$ cat config.mk
export PLATFORM = sky130hd
export DESIGN_NAME = fetch_seq
export DESIGN_NICKNAME = d
export VERILOG_FILES = /design/src/rtl/fetch_seq_pkg.sv /design/src/rtl/fetch_seq_pc_unit.sv /design/src/rtl/fetch_seq.sv
export SDC_FILE = /design/constraint.sdc
export NUM_CORES = 1
export LEC_CHECK = 0
export CAP_MARGIN = 10
export CELL_PAD_IN_SITES_DETAIL_PLACEMENT = 0
export CELL_PAD_IN_SITES_GLOBAL_PLACEMENT = 1
export CORE_ASPECT_RATIO = 0.9
export CORE_MARGIN = 8
export CORE_UTILIZATION = 30
export CTS_CLUSTER_SIZE = 25
export DETAILED_ROUTE_END_ITERATION = 7
export HOLD_SLACK_MARGIN = 0.1
export PLACE_DENSITY_LB_ADDON = 0.3
export SYNTH_ARGS = -nofsm -noshare
export SYNTH_HDL_FRONTEND = slang
export SYNTH_SLANG_ARGS = --single-unit
$ cat constraint.sdc
create_clock -name clk -period 2.1 [get_ports clk]
set_input_delay 0.21 -clock clk [delete_from_list [all_inputs] [get_ports clk]]
set_output_delay 0.21 -clock clk [all_outputs]
set_load 0.02 [all_outputs]
$ cat src/rtl/fetch_seq_pkg.sv
// Shared definitions for the fetch/execute sequencer
// of the 8-bit accumulator core.
package fetch_seq_pkg;

  typedef enum logic [1:0] {
    IDLE,
    FETCH_OP,
    FETCH_ARG,
    EXEC
  } state_t;

  localparam logic [7:0] OP_JMP = 8'h0A;
  localparam logic [7:0] OP_CLL = 8'h0C;
  localparam logic [7:0] OP_RET = 8'h0D;
  localparam logic [7:0] OP_NOP = 8'h11;

  localparam logic [7:0] NOP_OPCODE = OP_NOP;

  // decoder stack request encoding {PUSH, POP}
  localparam logic [1:0] STK_PUSH = 2'b10;
  localparam logic [1:0] STK_POP  = 2'b01;

endpackage

$ cat src/rtl/fetch_seq_pc_unit.sv
// Program counter register: clear beats load,
// load beats increment; arithmetic wraps.
module pc_unit #(
  parameter int W = 8
) (
  input  logic         clk,
  input  logic         rst,
  input  logic         clr,
  input  logic         load,
  input  logic         inc,
  input  logic [W-1:0] load_val,
  output logic [W-1:0] pc
);

  always_ff @(posedge clk) begin
    if (rst)       pc <= '0;
    else if (clr)  pc <= '0;
    else if (load) pc <= load_val;
    else if (inc)  pc <= pc + W'(1);
  end

endmodule

$ cat src/rtl/fetch_seq.sv
// Fetch/execute sequencer: two-byte fetch over req/ack,
// one-cycle execute strobe and return-stack control.
module fetch_seq
  import fetch_seq_pkg::*;
#(
  parameter int         PC_WIDTH   = 8,
  parameter logic [7:0] NOP_OPCODE = fetch_seq_pkg::NOP_OPCODE
) (
  input  logic                clk,
  input  logic                rst,
  input  logic                run,
  output logic [PC_WIDTH-1:0] pm_addr,
  output logic                pm_req,
  input  logic                pm_ack,
  input  logic [7:0]          pm_data,
  output logic [7:0]          instr,
  output logic [7:0]          operand,
  input  logic                id_jmp_en,
  input  logic [1:0]          id_stack_control,
  input  logic                id_rst,
  output logic                exec_en,
  output logic [PC_WIDTH-1:0] stack_din,
  input  logic [PC_WIDTH-1:0] stack_dout,
  output logic                stack_push,
  output logic                stack_pop,
  output logic                stack_err,
  output logic                busy
);

  state_t              state;
  logic [PC_WIDTH-1:0] pc;
  logic [PC_WIDTH-1:0] load_val;
  logic                pc_clr;
  logic                pc_load;
  logic                pc_inc;
  logic                fetching;

  pc_unit #(.W(PC_WIDTH)) u_pc (
    .clk      (clk),
    .rst      (rst),
    .clr      (pc_clr),
    .load     (pc_load),
    .inc      (pc_inc),
    .load_val (load_val),
    .pc       (pc)
  );

  assign fetching  = (state == FETCH_OP) || (state == FETCH_ARG);
  assign pm_req    = fetching;
  assign pm_addr   = pc;
  assign busy      = (state != IDLE);
  assign exec_en   = (state == EXEC);
  // pc already points past the operand while in EXEC
  assign stack_din = pc;

  always_comb begin
    pc_clr     = 1'b0;
    pc_load    = 1'b0;
    pc_inc     = fetching && pm_ack;
    load_val   = '0;
    stack_push = 1'b0;
    stack_pop  = 1'b0;
    stack_err  = 1'b0;
    if (exec_en) begin
      if (id_rst) begin
        pc_clr = 1'b1;
      end else if (instr == OP_CLL) begin
        if (id_stack_control == STK_PUSH) begin
          stack_push = 1'b1;
          pc_load    = 1'b1;
          load_val   = PC_WIDTH'(operand);
        end else begin
          stack_err = 1'b1;
        end
      end else if (instr == OP_RET) begin
        if (id_stack_control == STK_POP) begin
          stack_pop = 1'b1;
          pc_load   = 1'b1;
          load_val  = stack_dout;
        end else begin
          stack_err = 1'b1;
        end
      end else if (id_jmp_en) begin
        pc_load  = 1'b1;
        load_val = PC_WIDTH'(operand);
      end
    end
  end

  always_ff @(posedge clk) begin
    if (rst) begin
      state   <= IDLE;
      instr   <= NOP_OPCODE;
      operand <= 8'h00;
    end else begin
      unique case (state)
        IDLE: begin
          if (run) state <= FETCH_OP;
        end
        FETCH_OP: begin
          if (pm_ack) begin
            instr <= pm_data;
            state <= FETCH_ARG;
          end
        end
        FETCH_ARG: begin
          if (pm_ack) begin
            operand <= pm_data;
            state   <= EXEC;
          end
        end
        EXEC: begin
          if (id_rst) begin
            instr <= NOP_OPCODE;
            state <= IDLE;
          end else begin
            state <= run ? FETCH_OP : IDLE;
          end
        end
        default: state <= IDLE;
      endcase
    end
  end

endmodule

==> results of run 1 <==
## flip-flops by register name, indices dropped and copies added, names as in the netlist
register	cells
u_pc.pc	8
operand	8
state	2
instr	8
## metal layers
layer / vias up / track usage [%] / share of wire [%]
met4: 0 / 2.53 / 0.52
met3: 2 / 3.33 / 5.6
met1: 613 / 13.9 / 45
met2: 29 / 20.3 / 49
li1: 711 / - / -
met5: - / 0 / 0
## worst paths after layout
check	startpoint	end	slack, ns	cells after the start
max	instr[4]	u_pc.pc[1]	0.09	7
min	operand[7]	operand[7]	0.48	2
max reg2reg	instr[4]	u_pc.pc[1]	0.09	7
min reg2reg	operand[7]	operand[7]	0.48	2
## report_power, final
| group | internal, uW | total, uW | leakage (uW) | switching (uW) |
|---|---|---|---|---|
| logic | 499 | 1050 | 0.000561 | 548 |
| clock network | 167 | 317 | 0.0000288 | 150 |
| registers | 586 | 669 | 0.000211 | 83.4 |
| total | 1250 | 2030 | 0.000801 | 782 |
## cells in the final DEF (no fill, tap or decap), types with 5 or more instances in the layout
cell type        instances
a21oi_1                 14
dfxtp_1                 26
buf_4                   15
nor3_1                   6
a221oi_1                 6
ha_1                     6
nand2_1                 12
nor2_1                  10
a211oi_1                10
inv_1                    5
clkdlybuf4s50_1         58
nand3_1                 12
nor3b_1                  6
## cell type report
| type | instances | area (sq um) |
|---|---|---|
| clock buffer | 4 | 55.1 |
| fill | 462 | 2300 |
| inverter | 5 | 18.8 |
| multi-input combinational | 116 | 792 |
| sequential | 26 | 520 |
| tap | 62 | 77.6 |
| timing repair buffer | 77 | 728 |
## repair_timing
item / 4_1_cts / 5_1_grt
setup endpoints to repair: 3 / 10
buffers inserted: 0 / 1
pin swaps: 0 / 3
resized for setup: 5 / 10
gates cloned: 0 / 0
hold endpoints to repair: 0 / 0
## logic make-up after synthesis
| family | Yosys count | synth area share, % |
|---|---|---|
| fa+ha+maj | 6 | 5.31 |
| mux | 2 | 1.42 |
| simple gates | 59 | 22.8 |
| buf+inv | 20 | 7.97 |
| xor+xnor | 7 | 4.34 |
| compound gates | 42 | 21.3 |
| flops | 26 | 36.8 |
## stage by stage
step | cells | total power, uW
2_1_floorplan | 162 | 1280
3_3_place_gp | 285 | 1720
3_5_place_dp | 285 | 1730
4_1_cts | 289 | 2050
5_1_grt | 290 | 2180
6_report | 290 | 2030
## worst max-delay path, stage by stage (launching register included)
cell and delay (ns):
dfxtp_1 0.32, or4_4 0.54, or2_4 0.28, buf_4 0.15, o211ai_4 0.19, buf_12 0.16
a221oi_1 0.06, a211oi_1 0.23
==> run metrics, run 1 <==
die height 81.1 um; Core Area 4490 sq um; worst-margin pin slew 0.517 ns; Max Clk Rate 499 MHz; P_leak 0.000801 uW; hpwl dp 3480 um; ANT nets after route 0; Die Area 7160 sq um; final-report hold violation count 0; pwr dens 928 nW/um^2; Worst Path Max Fanout 14; Tcrit/Tclk final 95.5%; crit path capture type flip-flop; CP Class flip-flop to flip-flop; largest net degree at the start of global routing 17; first drt pass iteration count 4; Crit path required time 2.29 ns; Gate Count Post-Synth 162; Final Cell Area 2190 sq um; Layout Nets 259; row count 23; layout cells sized above 1 13.6%; Worst-path clk slew 0.09 ns; H-tree levels 1; Tmin final 2.01 ns; top-count cell post-synth dfxtp_1; Post-route DRC 0; diodes inserted 0; Slew HR 65.2%; Vias/cell 4.67; DRT iter0 DRCs 62; WL final 4260 um; Bufs on Longest Clock Path 2; die span in x 88.3 um; Post-synth EDFFs 0; Final TNS setup 0 ns; Distinct cells, synth 34; Clk Latency, worst-skew pair 0.27 ns; max-slew violation count 0; worst clock skew 0.00323 ns; mapped cell area 1410 sq um; ranking of synthesized cells by area dfxtp_1 (37%), a211oi_1 (5.3%), ha_1 (5.3%); Synth Flop Type dfxtp_1; RePlAce Congestion 0.759; WHS 0.484 ns; mean area per synthesized cell 8.72 sq um; hold buffer count at CTS 0; initial antenna violation count 0; CTS tree yes; setup slack after layout 0.0949 ns; status completed; Place WS -0.0789 ns; vias in the first global route 1387; Seq/Total Area, Yosys 36.8%; first-pass GRT wire length 6560 um; post-synth top area share 36.8%; Clock Sink Count 26; area of placed instances 2120 sq um; via count 1355; Post-synth ARST share 0%; flops & latches, synth 26; Starting Density 31.5%; Final Core Density 48.8%; area grow syn2layout 55.2%; yosys warns 0; clk root buf clkbuf_8; area leader, netlist dfxtp_1; Port Buf Inserts 61; Max Cap Viol 0; Num CTS Buffers 3; Tot GR Track Use 11.7%; worst-case vdd ir drop 467 uV; RSZ-0062 raised after global routing false; IO Pins 62; Data arrival, critical path 2.19 ns; setup violators final 0; grt total ovfl 0; WL/cell 14.7 um; startpoint types flip-flop; synth cell count leaders dfxtp_1 (26), a21oi_1 (14), nand2_1 (12), nand3_1 (12); Synthesized Nets 192; worst hold path type flip-flop to flip-flop
Power figures use the tool's default switching activity.
==> inputs of run 2 (changes only) <==
Settings changed: CORE_ASPECT_RATIO 0.9 to unset, SLEW_MARGIN set to 10.
==> run 2 against run 1 <==
Flip-flop and latch count unchanged. Global-route usage up 0.54 points. Non-clock buffer count unchanged. Via count up 2.7%. Sequential share of layout area up 0.25 points. Worst hold slack better by 0.0018 ns. Clock power up 5%. Clock-buffer cell count unchanged. Cell area down 1.0%. Clock skew about the same. Sequential power about the same. Register-to-register slack better by 0.03 ns.
==> run metrics, run 2 (synthesis results as in run 1) <==
initial antenna violation count 0; clk root buf clkbuf_8; vias in the first global route 1464; Slew HR 71.7%; Starting Density 30.5%; grt total ovfl 0; Vias/cell 4.94; largest net degree at the start of global routing 17; Tcrit/Tclk final 94.0%; CP peak stage delay 0.54 ns; storage element area 520 sq um; cells along the critical path or4_4 -> buf_4 -> o21bai_1 -> o211ai_4 -> a211oi_1 -> a211oi_1; final-report hold violation count 0; Non-Filler Instances 282; die span in x 84.6 um; diodes inserted 0; row count 25; Int Pwr 1250 uW; RSZ-0062 raised after global routing false; Layout Nets 259; Core Area 4630 sq um; worst clock skew 0.00323 ns; pwr dens 944 nW/um^2; RePlAce Congestion 0.769; status completed; area grow syn2layout 53.6%; CTS tree yes; Clock Sink Count 26; Slowest-stage cell, CP or4_4; startpoint types flip-flop; worst hold path type flip-flop to flip-flop; IO Pins 62; DRT iter0 DRCs 75; first-pass GRT wire length 7130 um; crit path capture type flip-flop; CP Class flip-flop to flip-flop; Psw 796 uW; clock network fraction of total power 16.2%; Layout fillers 492; H-tree levels 1; hold path cells 2; Multi-input gate area 779 sq um; Max Cap Viol 0; Data arrival, critical path 2.12 ns; Post-route DRC 0; sequential power share 32.5%; switching share of power 38.9%; layout cells sized above 1 12.7%; Tot GR Track Use 12.2%; cell mode on critical path a211oi_1; setup bufs post-CTS 0; Die Area 7160 sq um; WL final 4270 um; worst-case reg-to-reg path depth 6; most frequent cells in the layout clkdlybuf4s50_1 (58), dfxtp_1 (26), buf_4 (15); hpwl dp 3350 um; Port Buf Inserts 61; Max Clk Rate 506 MHz; Bufs on Longest Clock Path 2; worst-margin pin slew 0.423 ns; Num CTS Buffers 3; ANT nets after route 0; top flop regs instr x8, operand x8, u_pc.pc x8; total power 2050 uW; die height 84.6 um; first drt pass iteration count 4; P_leak 0.000795 uW; Cells after DPL 278; Tmin final 1.97 ns; via count 1392; setup violators final 0; Worst Path Max Fanout 14; max-slew violation count 0; WL/cell 15.1 um; Crit path required time 2.25 ns; Clk Latency, worst-skew pair 0.27 ns; commonest non-fill, non-tap cell in the layout clkdlybuf4s50_1; worst-case vdd ir drop 621 uV; Worst-path clk slew 0.09 ns; combinational group share of total power 51.3%
-- run 2: final timing paths --
check                                  end  slack, ns  startpoint
worst max-delay path            u_pc.pc[4]       0.13    instr[4]
worst min-delay path            operand[7]       0.49  operand[7]
worst max register to register  u_pc.pc[4]       0.13    instr[4]
worst min register to register  operand[7]       0.49  operand[7]
-- run 2: power by group through the flow --
stage               Clock (uW)  Sequential [uW]  Combinational [uW]
floorplan                    0              755                 530
global placement             0              679                1050
detailed placement           0              676                1060
CTS                        342              667                1060
global route               366              682                1150
finish                     332              667                1050
-- run 2: what timing repair did --
item                       in CTS  in global routing
gates resized for setup        12                  4
setup endpoints to repair       3                  9
cloned                          0                  0
hold buffers                    0                  0
-- run 2: final cells by class --
type	count	share of cell area [%]
Inverter	5	0.865
Clock buffer	4	2.54
Multi-Input combinational cell	116	35.9
Timing Repair Buffer	77	33.6
Tap cell	54	3.11
Sequential cell	26	24.0
-- run 2: through the flow --
step / hold slack [ns] / worst slack (ns) / TNS (ns) / area, sq um / util (%)
after global routing: 0.518 / 0.00775 / 0 / 2170 / 46.9
after global placement: 0.474 / -0.0711 / -0.258 / 2130 / 46.0
final: 0.486 / 0.126 / 0 / 2170 / 46.9
after floorplan: 0.358 / 0.147 / 0 / 1410 / -
after detailed placement: 0.474 / -0.0915 / -0.572 / 2130 / 46.0
after CTS: 0.487 / 0.00557 / 0 / 2190 / 47.3
-- run 2: critical path: cells and delay by family, from the launching register on --
kind                   cells  cell delay, ns
DFF                        1            0.33
AOI/OAI and AO/OA          4            0.82
and+or+nand+nor            1            0.54
buffers and inverters      1            0.17
-- run 2: layer usage --
layer  vias to the layer above  GRT usage, %  part of all wire, %
met5                         -             0                    0
met4                         0          2.43                 0.56
met3                         2          5.27                  8.6
met2                        50          19.8                   45
met1                       627          14.6                   46
li1                        713             -                    -
==> inputs of run 3 (changes only) <==
Settings changed: HOLD_SLACK_MARGIN 0.1 to unset, REMOVE_ABC_BUFFERS set to 1.
==> run 3 against run 2 <==
Setup slack worse by 0.013 ns. Wire length up 2.5%. Non-clock buffer count up 6. Die area unchanged. Cell count up 2.1%. Critical endpoint is now stack_err.
==> run metrics, run 3 (synthesis results as in run 1) <==
WL/cell 15.2 um; Die Area 7160 sq um; Slew HR 76.9%; most frequent cells in the layout clkdlybuf4s50_1 (57), dfxtp_1 (26), buf_4 (21); layout cells sized above 1 15.4%; Tot GR Track Use 12.0%; GR Layer Usage met1 15.2%; Final Core Density 48.4%; via count 1440; Vias/cell 5.00; Tmin final 1.99 ns; status completed; met3 GRT Util 4.39%; commonest non-fill, non-tap cell in the layout clkdlybuf4s50_1; CP Class flip-flop to output port; DRT iter0 DRCs 89; Worst-path clk slew 0.09 ns; Layout Nets 265; Post-route DRC 0; Layout fillers 478; Cells after DPL 281; setup violators final 0; IO Pins 62; Starting Density 30.5%; CP startpoint instr[4]; Data arrival, critical path 1.78 ns; gr busiest metal met2; worst-case vdd ir drop 541 uV; clk root buf clkbuf_8; vias in the first global route 1445; total power 2160 uW; Max Clk Rate 503 MHz; WL final 4370 um; storage element area 520 sq um; Clk Latency, worst-skew pair 0.28 ns; Multi-input gate area 786 sq um; worst hold path type flip-flop to flip-flop; Clock Sink Count 26; Core Area 4630 sq um; Num CTS Buffers 3; pwr dens 964 nW/um^2; first-pass GRT wire length 6980 um; initial antenna violation count 0; Reg2Reg Launch Point instr[4]; Tcrit/Tclk final 94.6%; CTS tree yes; H-tree levels 1; worst clock skew 0.00579 ns; top flop regs instr x8, operand x8, u_pc.pc x8; ANT nets after route 0; max-slew violation count 0; min-delay src operand[4]; hold buffer count at CTS 0; area grow syn2layout 58.5%; diodes inserted 0; startpoint types flip-flop; Non-Filler Instances 288; largest net degree at the start of global routing 17; worst-margin pin slew 0.346 ns; Max Cap Viol 0; Crit path required time 1.89 ns; die height 84.6 um; Worst Path Max Fanout 4; first drt pass iteration count 4; final-report hold violation count 0; RePlAce Congestion 0.783; WHS 0.483 ns; hpwl dp 3490 um; Port Buf Inserts 61; GRT met2 Usage 18.8%; crit path capture type output port; grt total ovfl 0; Bufs on Longest Clock Path 2; RSZ-0062 raised after global routing false; row count 25; Final TNS setup 0 ns; P_leak 0.000846 uW; die span in x 84.6 um
[run 3: cell types whose count changed in the layout (fill, tap and decap cells not counted), sizes merged]
cell / change
buf: +6
bufinv: +1
clkbuf: -1
clkdlybuf4s50: -1
dlymetal6s2s: +1
[run 3: area by class of cell]
type / instances / share of cell area (%)
multi-input combinational: 116 / 35.1
timing repair buffer: 83 / 34.6
sequential: 26 / 23.2
tap: 54 / 3.02
clock buffer: 3 / 1.84
clock inverter: 1 / 1.34
inverter: 5 / 0.838
[run 3: metal layers]
metal	wire (um)	vias to the layer above	part of all wire, %
li1	-	722	-
met5	0	-	0
met3	305	5	7.0
met1	2090	658	48
met4	31	0	0.71
met2	1940	55	44
[run 3: worst paths after layout]
path                endpoint  depth (start not counted)  slack (ns)
hold / removal    operand[4]                          2        0.48
hold reg to reg   operand[4]                          2        0.48
setup reg to reg  u_pc.pc[6]                          7        0.12
setup / recovery   stack_err                          4        0.11
[run 3: what timing repair did]
action                     in CTS  in global routing
setup buffers                   0                  3
gates resized for setup        13                  5
pin swaps                       0                  1
setup endpoints to repair       3                 11
[run 3: through the flow]
| step | setup slack (ns) | cell area [sq um] |
|---|---|---|
| 3_5_place_dp | -0.0810 | 2150 |
| 6_report | 0.113 | 2240 |
| 4_1_cts | 0.00509 | 2220 |
| 3_3_place_gp | -0.0696 | 2150 |
| 5_1_grt | 0.00591 | 2240 |
| 2_1_floorplan | 0.173 | 1320 |
[run 3: worst max-delay path: stages (launching register included)]
cell and delay [ns]:
dfxtp_1 0.32, or4_4 0.53, or2_4 0.28, nor3_1 0.17, buf_2 0.20
[run 3: power by group]
| part | switching [uW] | internal (uW) |
|---|---|---|
| logic | 556 | 505 |
| clock network | 173 | 255 |
| registers | 83.9 | 586 |
